===== config.mk =====
export PLATFORM = sky130hd
export DESIGN_NAME = button_conditioner
export DESIGN_NICKNAME = d
export VERILOG_FILES = /design/src/rtl/button_conditioner.sv
export SDC_FILE = /design/constraint.sdc
export NUM_CORES = 1
export LEC_CHECK = 0
export CELL_PAD_IN_SITES_DETAIL_PLACEMENT = 0
export CELL_PAD_IN_SITES_GLOBAL_PLACEMENT = 1
export CORE_ASPECT_RATIO = 1.2
export CORE_MARGIN = 4
export CORE_UTILIZATION = 34
export CTS_CLUSTER_SIZE = 30
export DETAILED_ROUTE_END_ITERATION = 6
export DONT_BUFFER_PORTS = 1
export GPL_TIMING_DRIVEN = 0
export PLACE_DENSITY_LB_ADDON = 0.1
export SETUP_SLACK_MARGIN = 0.3
export SYNTH_ARGS = -nofsm -noshare
export SYNTH_HDL_FRONTEND = slang
export SYNTH_SLANG_ARGS = --single-unit

===== constraint.sdc =====
create_clock -name clk -period 6.2 [get_ports clk]
set_clock_uncertainty 0.05 [all_clocks]
set_input_delay 1.24 -clock clk [delete_from_list [all_inputs] [get_ports clk]]
set_output_delay 1.24 -clock clk [all_outputs]
set_load 0.005 [all_outputs]

===== src/rtl/button_conditioner.sv =====
// Purpose : debounce raw push-buttons and turn presses into single-cycle command pulses,
//           with optional auto-repeat per button.
// Latency : raw edge -> level/press pulse after DB_CYCLES+2 edges; pulse is one cycle wide.
// Backpressure: none; pulses are fire-and-forget and are not held for a consumer.
//
// Ports:
//   clk      system clock, all state on rising edge
//   reset    asynchronous active-high clear of all state
//   btn_raw  [NB] raw, bouncing, asynchronous button levels (active-high)
//   pulse    [NB] registered one-cycle press / repeat pulses
//   level    [NB] registered debounced button level
module button_conditioner #(
  parameter int              NB          = 4,
  parameter int              DB_CYCLES   = 1_000_000,
  parameter int              HOLD_CYCLES = 50_000_000,
  parameter int              RATE_CYCLES = 10_000_000,
  parameter logic [NB-1:0]   REPEAT_MASK = {NB{1'b0}}
) (
  input  logic          clk,
  input  logic          reset,
  input  logic [NB-1:0] btn_raw,
  output logic [NB-1:0] pulse,
  output logic [NB-1:0] level
);

  localparam int DBW  = $clog2(DB_CYCLES);
  localparam int TMAX = (HOLD_CYCLES > RATE_CYCLES) ? HOLD_CYCLES : RATE_CYCLES;
  localparam int TW   = $clog2(TMAX + 1);

  localparam logic [DBW-1:0] DB_LAST   = DBW'(DB_CYCLES - 1);
  localparam logic [TW-1:0]  HOLD_LAST = TW'(HOLD_CYCLES - 1);
  localparam logic [TW-1:0]  RATE_LAST = TW'(RATE_CYCLES - 1);

  typedef enum logic [1:0] {
    IDLE,
    HOLD,
    REPEAT
  } state_t;

  // Two-flop synchronizer for all buttons.
  logic [NB-1:0] s1;
  logic [NB-1:0] s2;

  always_ff @(posedge clk or posedge reset) begin
    if (reset) begin
      s1 <= '0;
      s2 <= '0;
    end else begin
      s1 <= btn_raw;
      s2 <= s1;
    end
  end

  for (genvar i = 0; i < NB; i++) begin : g_ch
    logic [DBW-1:0] db_cnt;
    logic           stable;
    logic           accept;
    logic           rise;
    logic           fall;
    state_t         state;
    logic [TW-1:0]  timer;
    logic           pulse_q;

    // A level change is accepted on the edge where the counter already shows
    // DB_CYCLES-1 differing cycles and the input still differs. The press pulse
    // is issued on that same edge so it lines up with level rising.
    assign accept = (s2[i] != stable) && (db_cnt == DB_LAST);
    assign rise   = accept && s2[i];
    assign fall   = accept && !s2[i];

    always_ff @(posedge clk or posedge reset) begin
      if (reset) begin
        stable <= 1'b0;
        db_cnt <= '0;
      end else if (s2[i] == stable) begin
        db_cnt <= '0;
      end else if (accept) begin
        stable <= s2[i];
        db_cnt <= '0;
      end else begin
        db_cnt <= db_cnt + 1'b1;
      end
    end

    // Release has priority over everything, so a release landing on a repeat
    // edge kills that repeat. Non-repeat channels stay in IDLE while held; a new
    // press needs a new debounced rise, which cannot occur before a release.
    always_ff @(posedge clk or posedge reset) begin
      if (reset) begin
        state   <= IDLE;
        timer   <= '0;
        pulse_q <= 1'b0;
      end else begin
        pulse_q <= 1'b0;
        if (fall) begin
          state <= IDLE;
          timer <= '0;
        end else begin
          case (state)
            IDLE: begin
              if (rise) begin
                pulse_q <= 1'b1;
                timer   <= '0;
                if (REPEAT_MASK[i]) state <= HOLD;
              end
            end
            HOLD: begin
              if (timer == HOLD_LAST) begin
                pulse_q <= 1'b1;
                timer   <= '0;
                state   <= REPEAT;
              end else begin
                timer <= timer + 1'b1;
              end
            end
            REPEAT: begin
              if (timer == RATE_LAST) begin
                pulse_q <= 1'b1;
                timer   <= '0;
              end else begin
                timer <= timer + 1'b1;
              end
            end
            default: begin
              state <= IDLE;
              timer <= '0;
            end
          endcase
        end
      end
    end

    assign pulse[i] = pulse_q;
    assign level[i] = stable;
  end

endmodule


==> flow_summary.json <==
{
  "whs_ns": 0.2999,
  "yosys-top-cells-area": "dfrtp_1 53%, xnor2_1 5.4%, nor2_1 5.1%",
  "synth-main-ff-cell": "dfrtp_1",
  "synth_cell_types": 38,
  "synth_nets": 460,
  "synth.cell_area_um2": 4574,
  "layout-drive-gt1-share": 0.1028,
  "crit_family": "flip-flops",
  "antenna_found_initial": 0,
  "startpoint_type": "register",
  "gp_congestion": 0.7085,
  "yosysWarningCount": 0,
  "worstMarginPinSlew_ns": 0.6062,
  "synth_top_area_frac": 0.5252,
  "hold_class": "reg2reg",
  "clk_pin_slew_ns": 0.06,
  "postCtsSetupBuffers": 0,
  "die_h_um": 135.1,
  "route.detailed.drc": 0,
  "p_leak_nw": 2.086,
  "vias": 3189,
  "postCtsHoldBufs": 0,
  "grt_use_total": 0.1252,
  "synth_edf_count": 0,
  "path_cells": "buf_4",
  "insertion_delay_ns": 0.34,
  "synth-async-reset-ratio": 1.000,
  "clkSinkCount": 96,
  "final.fill_count": 1332,
  "power-per-cell-area_nw_per_um2": 239.6,
  "drtAntennaViolNets": 0,
  "slew_violations": 0,
  "cts-resized-gates": 0,
  "numCtsBuffers": 9,
  "cts_tree": "built",
  "initial_core_util": 0.3471,
  "ios": 14,
  "grt_pass1_wl_um": 15400,
  "grt_pass1_vias": 3167,
  "fin_crit_sh": 0.3532,
  "cts.htree.levels": 3,
  "clock-root-buffer": "clkbuf_16",
  "rsz0062_at_grt": "false",
  "path_max_fanout": 4,
  "dr.pass1.iters": 4,
  "syn_to_final_growth_pct": 11.49,
  "diodes": 0,
  "max_freq_mhz": 456.7,
  "final-instance-count-excl-fill": 635,
  "dieArea_um2": 15380,
  "cp.required_ns": 4.91,
  "critPathKind": "reg2out",
  "irDropWorstVdd_v": 0.0001289,
  "via_per_inst": 5.022,
  "post_drt_wl_per_cell_um": 13.98,
  "clockBufferDepth": 2,
  "dp.cells": 619,
  "slew_headroom": 0.5958,
  "ys_ff_latch": 96,
  "grt_start_max_net_pins": 53,
  "synth_top_cell_by_area": "dfrtp_1",
  "hold_viol_final": 0,
  "setup_violations": 0,
  "synthTopCellsByCount": "96 x dfrtp_1, 62 x nor2_1, 30 x nand3_1",
  "fin_setup_tns_ns": 0,
  "path_buf_inv": 1,
  "nNetsFinal": 472,
  "drt-total-wl_um": 8878,
  "core.rowCount": 46,
  "status": "finished clean",
  "crit_arrival_ns": 0.90,
  "max_stage_delay_ns": 0.41,
  "ys_seq_area_frac": 0.5252,
  "synthCells": 450,
  "critPathCaptureType": "primary output",
  "portBuffers": 0,
  "core_area_um2": 13180,
  "drv_cap": 0,
  "gr-total-overflow": 0,
  "period_minus_slack_ns": 2.190,
  "drt_iter0_drc": 55,
  "syn_avg_cell_area_um2": 10.17,
  "die_w_um": 113.9,
  "synth_most_common_cell": "dfrtp_1",
  "dpl.hpwl_um": 5974,
  "critical_path.slowest_cell": "dfrtp_1"
}
==> report_power, final <==
| part | switching, W | internal, W |
|---|---|---|
| combinational | 0.0000278 | 0.0000111 |
| sequential | 0.00000909 | 0.000635 |
| clock | 0.000235 | 0.000303 |
==> flip-flops by register name, summed over array words and instances, names as in the netlist <==
name	count
g_ch.pulse_q	4
s1	4
g_ch.db_cnt	80
s2	4
g_ch.stable	4
==> metal layers <==
| layer | GRT usage | part of all wire |
|---|---|---|
| met1 | 0.1658 | 0.49 |
| met2 | 0.1968 | 0.47 |
| met3 | 0.03182 | 0.030 |
| met4 | 0.04950 | 0.016 |
| met5 | 0 | 0 |
==> worst paths after layout <==
path / from / to / slack, ns / cells after the start
worst max-delay path: g_ch[1].stable / level[1] / 4.01 / 1
worst min-delay path: s1[1] / s2[1] / 0.30 / 0
worst max register to register: g_ch[1].db_cnt[16] / g_ch[1].db_cnt[10] / 4.04 / 5
worst min register to register: s1[1] / s2[1] / 0.30 / 0
max in group asynchronous: reset / g_ch[3].db_cnt[7] / 4.65 / 2
min in group asynchronous: reset / g_ch[0].db_cnt[2] / 0.79 / 1
==> layout make-up <==
| class | count | area, µm² | area share |
|---|---|---|---|
| Sequential cell | 96 | 2402 | 0.4710 |
| Multi-Input combinational cell | 318 | 1996 | 0.3913 |
| Clock buffer | 13 | 270.3 | 0.05299 |
| Tap cell | 168 | 210.2 | 0.04122 |
| Buffer | 19 | 112.6 | 0.02208 |
| Inverter | 17 | 66.31 | 0.01300 |
| Timing Repair Buffer | 1 | 27.53 | 0.005397 |
| Clock inverter | 3 | 15.01 | 0.002944 |
==> kinds of logic (layout without fill, tap and decap cells) <==
family	count (synthesis)	in the layout	share of synthesized area
and+or+nand+nor	208	208	0.2454
DFF	96	96	0.5252
xor gates and xnor gates	54	54	0.1034
AOI/OAI and AO/OA	47	47	0.06455
buffers and inverters	36	53	0.03856
muxes	5	5	0.01203
adders and majority gates	4	4	0.01094
==> cells in the final DEF, fill, tap and decap left out, drive strengths merged <==
master | Yosys | final
and4 | 4 | 4
o31ai | 17 | 17
xnor2 | 28 | 28
nand2 | 22 | 22
dfrtp | 96 | 96
and2 | 1 | 1
buf | 15 | 16
nor3 | 14 | 14
clkbuf | 4 | 17
xor2 | 26 | 26
a21oi | 22 | 22
ha | 4 | 4
nand4 | 15 | 15
or4 | 15 | 15
and3 | 10 | 10
nor4b | 4 | 4
or2 | 3 | 3
mux2 | 4 | 4
nor4 | 10 | 10
o21ai | 8 | 8
or3 | 10 | 10
or4b | 3 | 3
nand2b | 1 | 1
nand3 | 30 | 30
mux2i | 1 | 1
inv | 17 | 17
and3b | 3 | 3
nor4bb | 1 | 1
clkinv | 0 | 3
nor2 | 62 | 62
==> through the flow <==
step / power, W / worst slack (ns) / utilization / cell area, µm²
2_1_floorplan: 0.0006823 / 2.405 / - / 4574
3_3_place_gp: 0.0006944 / 1.166 / 0.3630 / 4785
3_5_place_dp: 0.0006971 / 4.042 / 0.3653 / 4815
4_1_cts: 0.001249 / 3.987 / 0.3869 / 5100
5_1_grt: 0.001282 / 3.821 / 0.3869 / 5100
6_report: 0.001222 / 4.010 / 0.3869 / 5100
Note: power is estimated with default switching activity, not from simulation.
